==> src/rtl/clock_set_ctrl.sv <==
// Clock time-set controller: 1 s tick generation in RUN, interactive
// hours/minutes editing with blinking digits, inactivity abort, and a
// one-cycle load strobe that hands the edited time to the datapath.
//
// state   | meaning
// RUN     | normal timekeeping, tick_en_o pulses once per second
// SET_HRS | editing hours, hour digits blink
// SET_MIN | editing minutes, minute digits blink
// COMMIT  | one cycle, load_o=1 with edited time on ld_*
module clock_set_ctrl #(
    parameter int TICK_DIV  = 100000000,
    parameter int BLINK_DIV = 25000000,
    parameter int IDLE_SECS = 30
) (
    input  logic       CLK100MHZ,
    input  logic       Reset,
    input  logic       mode_btn_i,
    input  logic       inc_btn_i,
    input  logic [3:0] cur_h2_i,
    input  logic [3:0] cur_h1_i,
    input  logic [3:0] cur_m2_i,
    input  logic [3:0] cur_m1_i,
    output logic       tick_en_o,
    output logic       load_o,
    output logic [3:0] ld_h2_o,
    output logic [3:0] ld_h1_o,
    output logic [3:0] ld_m2_o,
    output logic [3:0] ld_m1_o,
    output logic [3:0] blank_mask_o,
    output logic [1:0] mode_o
);

    localparam int TW = (TICK_DIV  > 1) ? $clog2(TICK_DIV)  : 1;
    localparam int BW = (BLINK_DIV > 1) ? $clog2(BLINK_DIV) : 1;
    localparam int IW = (IDLE_SECS > 1) ? $clog2(IDLE_SECS) : 1;

    localparam logic [TW-1:0] TICK_MAX  = TW'(TICK_DIV - 1);
    localparam logic [BW-1:0] BLINK_MAX = BW'(BLINK_DIV - 1);
    localparam logic [IW-1:0] IDLE_MAX  = IW'(IDLE_SECS - 1);

    typedef enum logic [1:0] {
        RUN     = 2'd0,
        SET_HRS = 2'd1,
        SET_MIN = 2'd2,
        COMMIT  = 2'd3
    } state_t;

    state_t        state_q, state_d;
    logic [TW-1:0] tick_q, tick_d;
    logic          tick_en_q, tick_en_d;
    logic [BW-1:0] blink_q, blink_d;
    logic          phase_q, phase_d;
    logic [TW-1:0] pre_q, pre_d;
    logic [IW-1:0] sec_q, sec_d;
    logic [3:0]    e_h2_q, e_h1_q, e_m2_q, e_m1_q;
    logic [3:0]    e_h2_d, e_h1_d, e_m2_d, e_m1_d;
    logic [3:0]    ld_h2_q, ld_h1_q, ld_m2_q, ld_m1_q;
    logic [3:0]    ld_h2_d, ld_h1_d, ld_m2_d, ld_m1_d;

    logic in_set, set_d, idle_expire, restart;

    // Next state, edit-register arithmetic and load-value capture.
    always_comb begin
        state_d = state_q;
        e_h2_d  = e_h2_q;
        e_h1_d  = e_h1_q;
        e_m2_d  = e_m2_q;
        e_m1_d  = e_m1_q;
        ld_h2_d = ld_h2_q;
        ld_h1_d = ld_h1_q;
        ld_m2_d = ld_m2_q;
        ld_m1_d = ld_m1_q;
        in_set      = (state_q == SET_HRS) || (state_q == SET_MIN);
        idle_expire = in_set && (pre_q == TICK_MAX) && (sec_q == IDLE_MAX);
        case (state_q)
            RUN: begin
                if (mode_btn_i) begin
                    state_d = SET_HRS;
                    e_h2_d  = cur_h2_i;
                    e_h1_d  = cur_h1_i;
                    e_m2_d  = cur_m2_i;
                    e_m1_d  = cur_m1_i;
                end
            end
            SET_HRS: begin
                if (mode_btn_i) begin
                    state_d = SET_MIN;
                end else if (inc_btn_i) begin
                    if (e_h2_q == 4'd2 && e_h1_q == 4'd3) begin
                        e_h2_d = 4'd0;
                        e_h1_d = 4'd0;
                    end else if (e_h1_q == 4'd9) begin
                        e_h1_d = 4'd0;
                        e_h2_d = e_h2_q + 4'd1;
                    end else begin
                        e_h1_d = e_h1_q + 4'd1;
                    end
                end else if (idle_expire) begin
                    state_d = RUN;
                end
            end
            SET_MIN: begin
                if (mode_btn_i) begin
                    state_d = COMMIT;
                    ld_h2_d = e_h2_q;
                    ld_h1_d = e_h1_q;
                    ld_m2_d = e_m2_q;
                    ld_m1_d = e_m1_q;
                end else if (inc_btn_i) begin
                    if (e_m1_q == 4'd9) begin
                        e_m1_d = 4'd0;
                        e_m2_d = (e_m2_q == 4'd5) ? 4'd0 : e_m2_q + 4'd1;
                    end else begin
                        e_m1_d = e_m1_q + 4'd1;
                    end
                end else if (idle_expire) begin
                    state_d = RUN;
                end
            end
            COMMIT: state_d = RUN;
            default: state_d = RUN;
        endcase
    end

    // Tick, blink and idle counters; all restart on set-state entry or button activity.
    always_comb begin
        set_d   = (state_d == SET_HRS) || (state_d == SET_MIN);
        restart = (in_set && (mode_btn_i || inc_btn_i)) || (set_d && (state_d != state_q));
        tick_d    = '0;
        tick_en_d = (state_q == RUN) && (tick_q == TICK_MAX);
        if (state_q == RUN && state_d == RUN) begin
            tick_d = (tick_q == TICK_MAX) ? '0 : tick_q + TW'(1);
        end
        blink_d = '0;
        phase_d = 1'b0;
        pre_d   = '0;
        sec_d   = '0;
        if (set_d && !restart) begin
            if (blink_q == BLINK_MAX) begin
                blink_d = '0;
                phase_d = ~phase_q;
            end else begin
                blink_d = blink_q + BW'(1);
                phase_d = phase_q;
            end
            if (pre_q == TICK_MAX) begin
                pre_d = '0;
                sec_d = (sec_q == IDLE_MAX) ? sec_q : sec_q + IW'(1);
            end else begin
                pre_d = pre_q + TW'(1);
                sec_d = sec_q;
            end
        end
    end

    // State and datapath registers with synchronous active-high reset.
    always_ff @(posedge CLK100MHZ) begin
        if (Reset) begin
            state_q   <= RUN;
            tick_q    <= '0;
            tick_en_q <= 1'b0;
            blink_q   <= '0;
            phase_q   <= 1'b0;
            pre_q     <= '0;
            sec_q     <= '0;
            e_h2_q    <= 4'd0;
            e_h1_q    <= 4'd0;
            e_m2_q    <= 4'd0;
            e_m1_q    <= 4'd0;
            ld_h2_q   <= 4'd0;
            ld_h1_q   <= 4'd0;
            ld_m2_q   <= 4'd0;
            ld_m1_q   <= 4'd0;
        end else begin
            state_q   <= state_d;
            tick_q    <= tick_d;
            tick_en_q <= tick_en_d;
            blink_q   <= blink_d;
            phase_q   <= phase_d;
            pre_q     <= pre_d;
            sec_q     <= sec_d;
            e_h2_q    <= e_h2_d;
            e_h1_q    <= e_h1_d;
            e_m2_q    <= e_m2_d;
            e_m1_q    <= e_m1_d;
            ld_h2_q   <= ld_h2_d;
            ld_h1_q   <= ld_h1_d;
            ld_m2_q   <= ld_m2_d;
            ld_m1_q   <= ld_m1_d;
        end
    end

    // Blank the digits under edit during the blank phase of the blink.
    always_comb begin
        blank_mask_o = 4'b0000;
        if (phase_q) begin
            if (state_q == SET_HRS) begin
                blank_mask_o = 4'b1100;
            end else if (state_q == SET_MIN) begin
                blank_mask_o = 4'b0011;
            end
        end
    end

    // Load is gated by Reset so a reset landing on COMMIT never loads.
    assign load_o    = (state_q == COMMIT) && !Reset;
    assign tick_en_o = tick_en_q;
    assign mode_o    = state_q;
    assign ld_h2_o   = ld_h2_q;
    assign ld_h1_o   = ld_h1_q;
    assign ld_m2_o   = ld_m2_q;
    assign ld_m1_o   = ld_m1_q;

endmodule

==> config.mk <==
export PLATFORM = sky130hd
export DESIGN_NAME = clock_set_ctrl
export DESIGN_NICKNAME = d
export VERILOG_FILES = /design/src/rtl/clock_set_ctrl.sv
export SDC_FILE = /design/constraint.sdc
export NUM_CORES = 1
export LEC_CHECK = 0
export CAP_MARGIN = 15
export CORE_ASPECT_RATIO = 1.4
export CORE_UTILIZATION = 40
export DETAILED_ROUTE_END_ITERATION = 6
export DONT_BUFFER_PORTS = 1
export GPL_ROUTABILITY_DRIVEN = 0
export HOLD_SLACK_MARGIN = 0.1
export REMOVE_ABC_BUFFERS = 1
export SETUP_SLACK_MARGIN = 0.02
export SLEW_MARGIN = 10
export SYNTH_ARGS = -nofsm -noshare
export SYNTH_HDL_FRONTEND = slang
export SYNTH_SLANG_ARGS = --single-unit
==> constraint.sdc <==
create_clock -name CLK100MHZ -period 5.9 [get_ports CLK100MHZ]
set_clock_uncertainty 0.2 [all_clocks]
set_input_delay 0.885 -clock CLK100MHZ [delete_from_list [all_inputs] [get_ports CLK100MHZ]]
set_output_delay 0.885 -clock CLK100MHZ [all_outputs]
set_load 0.02 [all_outputs]
==> reports/qor.csv, run 1 <==
stage;metric;value;unit
sta;max-slew violations;0;
finish;commonest non-fill, non-tap cell in the layout;dfxtp_1;
die;Core Area;0.0139;sq mm
power_and_ir_drop;Gate power share;6.9;%
clocking;TritonCTS clock tree;yes;
finish;Util after Layout;46.1;%
sta;Slew @ Worst Pin;1.05;ns
clocking;clk_lat worst skew;0.41;ns
synth;Async SR Flop Fraction;0;%
clocking;Clock Tree Buf Depth;2;
route;# DRC;0;
clocking;CTS buffer count;17;
power_and_ir_drop;Clock power frac;50.8;%
setup_path;critical path cell sequence;inv_1, ha_1, nor2_1, nor4bb_1, nand4_2, o311ai_0, ha_1, nand2b_1, a311o_1, a311oi_2, nand2_1, a21oi_1;
power_and_ir_drop;total power;2.03;mW
synth;syn_area_per_cell;8.50;sq um
sta;Fmax achieved;0.238;GHz
grt;initial antenna violation count;0;
clocking;CTS resizes;0;
route;via count;4555;
clocking;Worst-path clk slew;0.05;ns
synth;Yosys cell types;61;
finish;Layout fillers;1373;
power_and_ir_drop;Int Power;1.56;mW
power_and_ir_drop;PwrDens;317;mW/mm^2
grt;GRT Total Usage;17.4;%
synth;Most used DFF post-synth;dfxtp_1;
setup_path;Worst Setup Start Kind;flip-flop;
sta;Setup TNS;0;ns
finish;FF/Latch Area;0.00240;sq mm
route;Antenna Nets Post-Route;0;
run_status;status;finished, final reports clean;
setup_path;crit path DAT;4.32;ns
finish;Final nets;695;
finish;layout cells sized above 1;5.62;%
clocking;total clock sinks;120;
synth;sequential area share after synthesis;42.2;%
die;die width;103;um
clocking;CTS root buf;clkbuf_16;
route;Pre-antenna DRT Iters;4;
sta;Min Hold Slack;0.243;ns
route;mean number of vias per cell;5.29;
setup_path;critical path's most frequent cell;ha_1;
synth;Post-synth EDFFs;0;
clocking;H-Tree Depth;4;
setup_path;CP Class;flip-flop to flip-flop;
sta;worst relative slew slack;29.3;%
grt;largest net degree at the start of global routing;41;
route;Iter 0 DRT Violations;143;
synth;Mapped Area;0.00570;sq mm
setup_path;CP Max Fanout;26;
finish;Ant. Diodes;0;
power_and_ir_drop;Peak VDD IR;174;uV
sta;crit share post-route;71.2;%
power_and_ir_drop;Seq pwr share;42.3;%
sta;fin crit period;4.20;ns
clocking;postcts setup bufs;0;
clocking;Post-CTS Hold Fix Bufs;0;
worst_hold_path;Hold Crit Class;flip-flop to flip-flop;
setup_path;delay of the slowest cell on the worst path;0.63;ns
sta;Final Hold Fails;0;
grt;Congestion Overflow GR;0;
route;Avg WL per Cell;13.9;um
flow_run;Max Cap Viol;0;
grt;first-pass GRT wire length;20200;um
synth;Mapped Cells;670;
sta;# setup viols final;0;
synth;flops & latches, synth;120;
place;DP Wirelength;8330;um
finish;Layout Area Growth over Synthesis;12.5;%
die;die height;143;um
setup_path;crit end category;flip-flop;
die;die footprint;0.0147;sq mm
finish;commonest cells after routing, fill and taps aside;120 x dfxtp_1, 106 x nor2_1, 73 x nand2_1, 52 x xor2_1, 36 x a21oi_1;
synth;Yosys Warn Count;0;
die;# IOs;44;
place;PortBufs;0;
route;drt total wl;12000;um
sta;RSZ-0062 raised after global routing;no;
setup_path;WP data required;6.02;ns
finish;multi-input logic area;0.00312;sq mm
power_and_ir_drop;Net Sw Power;0.468;mW
grt;vias in the first global route;4483;
power_and_ir_drop;Sw Ratio;23.0;%
die;Cell Rows;51;
power_and_ir_drop;Static Leak;2.16;nW
die;starting density of the core;40.9;%
setup_path;CP max stage cell;dfxtp_1;
[critical path, delay by kind of cell (launching register included)]
| family | cells | cell delay [ns] |
|---|---|---|
| adders and majority gates | 2 | 0.54 |
| and+or+nand+nor | 5 | 1.38 |
| AOI/OAI and AO/OA | 4 | 1.19 |
| buffers and inverters | 1 | 0.16 |
| DFF | 1 | 0.63 |
[layout make-up]
type,count,area share [%]
Sequential cell,120,37.5
Multi-Input combinational cell,510,48.7
Clock buffer,23,7.30
Inverter,13,0.762
Clock inverter,9,1.91
Timing Repair Buffer,1,0.176
Tap cell,185,3.61
[sequential cells by signal, indices dropped and copies added (netlist names), 4 cells and up]
register,cells
blink_q,25
e_h1_q,4
e_h2_q,4
e_m1_q,4
e_m2_q,4
ld_h1_o,4
ld_h2_o,4
ld_m1_o,4
ld_m2_o,4
pre_q,27
sec_q,5
tick_q,27
[cells by family after synthesis]
logic type	after synthesis	share of synthesized area [%]
AND/OR/NAND/NOR	338	30.7
flip-flops	120	42.2
AO/OA/AOI/OAI	80	9.03
XOR/XNOR	75	11.5
buffers and inverters	40	3.01
adder cells (fa/ha/maj)	12	2.64
multiplexers	5	0.901
[worst paths after layout]
| path | cells after the start | slack, ns | start | to |
|---|---|---|---|---|
| setup / recovery | 12 | 1.70 | mode_o[1]$_SDFF_PP0_ | pre_q[26]$_SDFF_PP0_ |
| hold reg to reg | 1 | 0.24 | tick_q[0]$_SDFF_PP0_ | tick_q[0]$_SDFF_PP0_ |
| hold / removal | 1 | 0.24 | tick_q[0]$_SDFF_PP0_ | tick_q[0]$_SDFF_PP0_ |
| setup reg to reg | 12 | 1.70 | mode_o[1]$_SDFF_PP0_ | pre_q[26]$_SDFF_PP0_ |
[cells in the mapped netlist (all sizes together) (4+ instances only)]
cell	instances	area share (%)
and3	12	1.3
nand4	33	3.7
nor2b	10	1.1
or3	4	0.44
clkbuf	20	1.3
a21oi	36	3.2
nand2b	8	0.88
nor2	106	7.0
a211oi	5	0.66
and2	10	1.1
dfxtp	120	42
buf	7	0.83
nor4	4	0.97
nand2	73	4.8
inv	13	0.86
ha	12	2.6
a21o	4	0.53
xnor2	23	3.5
and4	10	1.5
nand3	34	3.0
nand3b	4	0.53
o21ai	16	1.5
xor2	52	8.0
nor3	9	0.88
nor4b	4	0.62
mux2i	4	0.70
[metal layers]
metal,wire length [um],up-vias,track usage [%]
li1,-,2309,-
met1,5250,2158,18.9
met2,6020,68,30.9
met3,499,20,5.14
met4,222,0,7.64
met5,0,-,0
[power groups by stage]
stage                     clock network (mW)  logic [mW]  registers [mW]
after floorplan                            0       0.108           0.867
after global placement                     0       0.134           0.873
after detailed placement                   0       0.137           0.874
after CTS                               1.05       0.139           0.857
after global routing                    1.09       0.159           0.861
final                                   1.03       0.141           0.858
[stage by stage]
stage	setup slack [ns]	instance area, sq um	std cells
floorplan	2.42	5570	643
global placement	1.93	5800	828
detailed placement	1.75	5800	828
CTS	1.71	6390	860
global route	1.29	6410	861
finish	1.70	6410	861
(Power assumes the default switching activity.)
==> inputs of run 2 (changes only) <==
--- a/config.mk
+++ b/config.mk
@@ -5,6 +5,7 @@
 export SDC_FILE = /design/constraint.sdc
 export NUM_CORES = 1
 export LEC_CHECK = 0
+export ABC_AREA = 1
 export CAP_MARGIN = 15
 export CORE_ASPECT_RATIO = 1.4
 export CORE_UTILIZATION = 40
==> constraint.sdc (replaced) <==
create_clock -name CLK100MHZ -period 3.8 [get_ports CLK100MHZ]
set_clock_uncertainty 0.2 [all_clocks]
set_input_delay 0.57 -clock CLK100MHZ [delete_from_list [all_inputs] [get_ports CLK100MHZ]]
set_output_delay 0.57 -clock CLK100MHZ [all_outputs]
set_load 0.02 [all_outputs]
==> run 2 against run 1 <==
  * First-iteration DRC count is 70% higher
  * Global-route usage decreased by 0.44 points
  * Synthesized area is 10% higher
  * Sequential power grew 59%
  * Power up 66%
  * Flip-flop and latch count is the same
  * Final area is 9.7% higher
  * Clock power grew 56%
  * Synthesized cell count up 24%
  * Largest power group unchanged
  * Highest routed layer unchanged
==> reports/qor.csv, run 2 <==
stage;metric;value;unit;change
run_status;status;finished, final reports clean;;unchanged
synth;Most used DFF post-synth;dfxtp_1;;unchanged
sta;crit share post-route;85.4;%;was 71.2%
flow_run;Max Cap Viol;0;;unchanged
route;via count;5052;;was 4555
die;die footprint;0.0162;sq mm;was 0.0147 sq mm
finish;layout cells sized above 1;12.2;%;was 5.62%
synth;top-count cell post-synth;nand2_1;;was dfxtp_1
clocking;Clock Tree Buf Depth;2;;unchanged
power_and_ir_drop;PwrDens;480;mW/mm^2;was 317 mW/mm^2
synth;sequential area share after synthesis;38.4;%;was 42.2%
setup_path;crit path DAT;3.37;ns;was 4.32 ns
die;Cell Rows;53;;was 51
route;# DRC;0;;unchanged
clocking;clk_lat worst skew;0.42;ns;was 0.41 ns
route;Pre-antenna DRT Iters;4;;unchanged
sta;# setup viols final;0;;unchanged
finish;Layout fillers;1501;;was 1373
synth;Mapped Area;0.00626;sq mm;was 0.00570 sq mm
clocking;Post-CTS Hold Fix Bufs;1;;was 0
sta;RSZ-0062 raised after global routing;no;;unchanged
route;drt total wl;12800;um;was 12000 um
setup_path;Worst Setup Start Kind;flip-flop;;unchanged
route;Iter 0 DRT Violations;243;;was 143
setup_path;critical path cell sequence;ha_1, buf_4, inv_1, o211ai_1, o21ai_0, inv_1, nand2_4, ha_1, nand2_1, a21oi_1, nand2_1, clkinv_2, nand4_4, nor2_1;;was inv_1, ha_1, nor2_1, nor4bb_1, nand4_2, o311ai_0, ha_1, nand2b_1, a311o_1, a311oi_2, nand2_1, a21oi_1
clocking;Worst-path clk slew;0.06;ns;was 0.05 ns
finish;commonest cells after routing, fill and taps aside;135 x nand2_1, 120 x dfxtp_1, 109 x inv_1, 104 x nor2_1, 40 x xor2_1;;was 120 x dfxtp_1, 106 x nor2_1, 73 x nand2_1, 52 x xor2_1, 36 x a21oi_1
sta;Min Hold Slack;0.124;ns;was 0.243 ns
sta;worst relative slew slack;40.4;%;was 29.3%
route;mean number of vias per cell;4.84;;was 5.29
sta;fin crit period;3.24;ns;was 4.20 ns
clocking;TritonCTS clock tree;yes;;unchanged
grt;vias in the first global route;4843;;was 4483
die;die width;108;um;was 103 um
synth;Async SR Flop Fraction;0;%;unchanged
synth;Yosys Warn Count;0;;unchanged
synth;area share of the largest cell type after synthesis;38.4;%;was 42.2%
power_and_ir_drop;Peak VDD IR;349;uV;was 174 uV
clocking;postcts setup bufs;0;;unchanged
finish;commonest non-fill, non-tap cell in the layout;nand2_1;;was dfxtp_1
route;Antenna Nets Post-Route;0;;unchanged
worst_hold_path;Hold Crit Class;primary input to flip-flop;;was flip-flop to flip-flop
synth;Post-synth EDFFs;0;;unchanged
finish;final design area excluding fillers;0.00703;sq mm;was 0.00641 sq mm
place;PortBufs;0;;unchanged
die;starting density of the core;41.2;%;was 40.9%
finish;Final nets;871;;was 695
synth;syn_area_per_cell;7.54;sq um;was 8.50 sq um
finish;FF/Latch Area;0.00240;sq mm;unchanged
clocking;CTS root buf;clkbuf_16;;unchanged
grt;Congestion Overflow GR;0;;unchanged
finish;Util after Layout;46.3;%;was 46.1%
setup_path;CP Class;flip-flop to flip-flop;;unchanged
power_and_ir_drop;Static Leak;2.46;nW;was 2.16 nW
clocking;total clock sinks;120;;unchanged
grt;largest net degree at the start of global routing;28;;was 41
finish;Largest regs;pre_q (27), tick_q (27), blink_q (25);;unchanged
die;die height;150;um;was 143 um
worst_hold_path;WHS Path Cells;2;;was 1
clocking;CTS resizes;0;;unchanged
route;Avg WL per Cell;12.3;um;was 13.9 um
synth;flops & latches, synth;120;;unchanged
grt;first-pass GRT wire length;21700;um;was 20200 um
grt;GRT Total Usage;17.0;%;was 17.4%
synth;Yosys cell types;42;;was 61
die;# IOs;44;;unchanged
grt;initial antenna violation count;0;;unchanged
finish;Ant. Diodes;0;;unchanged
sta;Fmax achieved;0.308;GHz;was 0.238 GHz
die;Core Area;0.0152;sq mm;was 0.0139 sq mm
setup_path;crit end category;flip-flop;;unchanged
synth;leading area contributor after synthesis;dfxtp_1;;unchanged
sta;max-slew violations;0;;unchanged
setup_path;WP data required;3.92;ns;was 6.02 ns
synth;main area contributors after synthesis;dfxtp_1 38%, nand2_1 8.1%, inv_1 6.5%, nor2_1 6.2%, xor2_1 5.6%;;was dfxtp_1 42%, xor2_1 8.0%, nor2_1 7.0%, nand2_1 4.8%, xnor2_1 3.5%
setup_path;CP max stage cell;nand4_4;;was dfxtp_1
clocking;CTS buffer count;17;;unchanged
finish;multi-input logic area;0.00332;sq mm;was 0.00312 sq mm
synth;Post-synth top cells;135 x nand2_1, 120 x dfxtp_1, 109 x inv_1;;was 120 x dfxtp_1, 106 x nor2_1, 73 x nand2_1
place;Area after DPL;0.00643;sq mm;was 0.00580 sq mm
sta;Final Hold Fails;0;;unchanged
setup_path;Reg2Reg Depth;14;;was 12
clocking;H-Tree Depth;4;;unchanged
setup_path;CP Max Fanout;27;;was 26
synth;Mapped Cells;831;;was 670
setup_path;delay of the slowest cell on the worst path;0.67;ns;was 0.63 ns
sta;Slew @ Worst Pin;0.892;ns;was 1.05 ns
finish;Layout Area Growth over Synthesis;12.2;%;was 12.5%
sta;Setup TNS;0;ns;unchanged
place;DP Wirelength;9170;um;was 8330 um
run 2: kinds of logic after synthesis:
kind of cell | share of synthesized area [%]
AO/OA/AOI/OAI | 7.77
XOR/XNOR | 8.95
buffers and inverters | 8.59
AND/OR/NAND/NOR | 33.9
flip-flops | 38.4
adder cells (fa/ha/maj) | 2.40
run 2: final timing paths:
| path | from | end | slack [ns] |
|---|---|---|---|
| setup / recovery | mode_o[0]$_SDFF_PP0_ | pre_q[0]$_SDFF_PP0_ | 0.56 |
| hold / removal | cur_h1_i[0] | e_h1_q[0]$_SDFFE_PP0P_ | 0.12 |
| setup reg to reg | mode_o[0]$_SDFF_PP0_ | pre_q[0]$_SDFF_PP0_ | 0.56 |
| hold reg to reg | tick_q[0]$_SDFF_PP0_ | tick_q[0]$_SDFF_PP0_ | 0.25 |
run 2: layout make-up:
cell class | count | area share (%)
Multi-Input combinational cell | 581 | 47.3
Sequential cell | 120 | 34.2
Clock buffer | 19 | 6.16
Inverter | 112 | 6.00
Tap cell | 192 | 3.42
Clock inverter | 13 | 2.19
Timing Repair Buffer | 7 | 0.783
run 2: report_power, final:
part           total [mW]  switching, mW  internal [mW]  leakage, nW
clock network        1.61          0.582           1.02        0.279
registers            1.36         0.0518           1.31        0.970
logic               0.403          0.285          0.118         1.21
run 2: worst max-delay path: cells and delay by family, from the launching register on:
kind / cells / cell delay [ns]
simple gates: 5 / 1.14
buf+inv: 4 / 0.53
fa+ha+maj: 2 / 0.44
compound gates: 3 / 0.43
flops: 1 / 0.41
run 2: layer usage:
layer	vias to the layer above	share of wire, %	GRT usage (%)
li1	2697	-	-
met1	2282	43	18.5
met2	58	52	31.3
met3	15	3.1	4.14
met4	0	1.4	6.44
met5	-	0	0
run 2: metrics by stage:
stage / total power [mW] / std cells / setup slack (ns)
after floorplan: 1.69 / 813 / 0.649
after global placement: 1.79 / 1011 / 0.600
after detailed placement: 1.79 / 1011 / 0.542
after CTS: 3.41 / 1044 / 0.519
after global routing: 3.53 / 1044 / 0.205
final: 3.37 / 1044 / 0.555
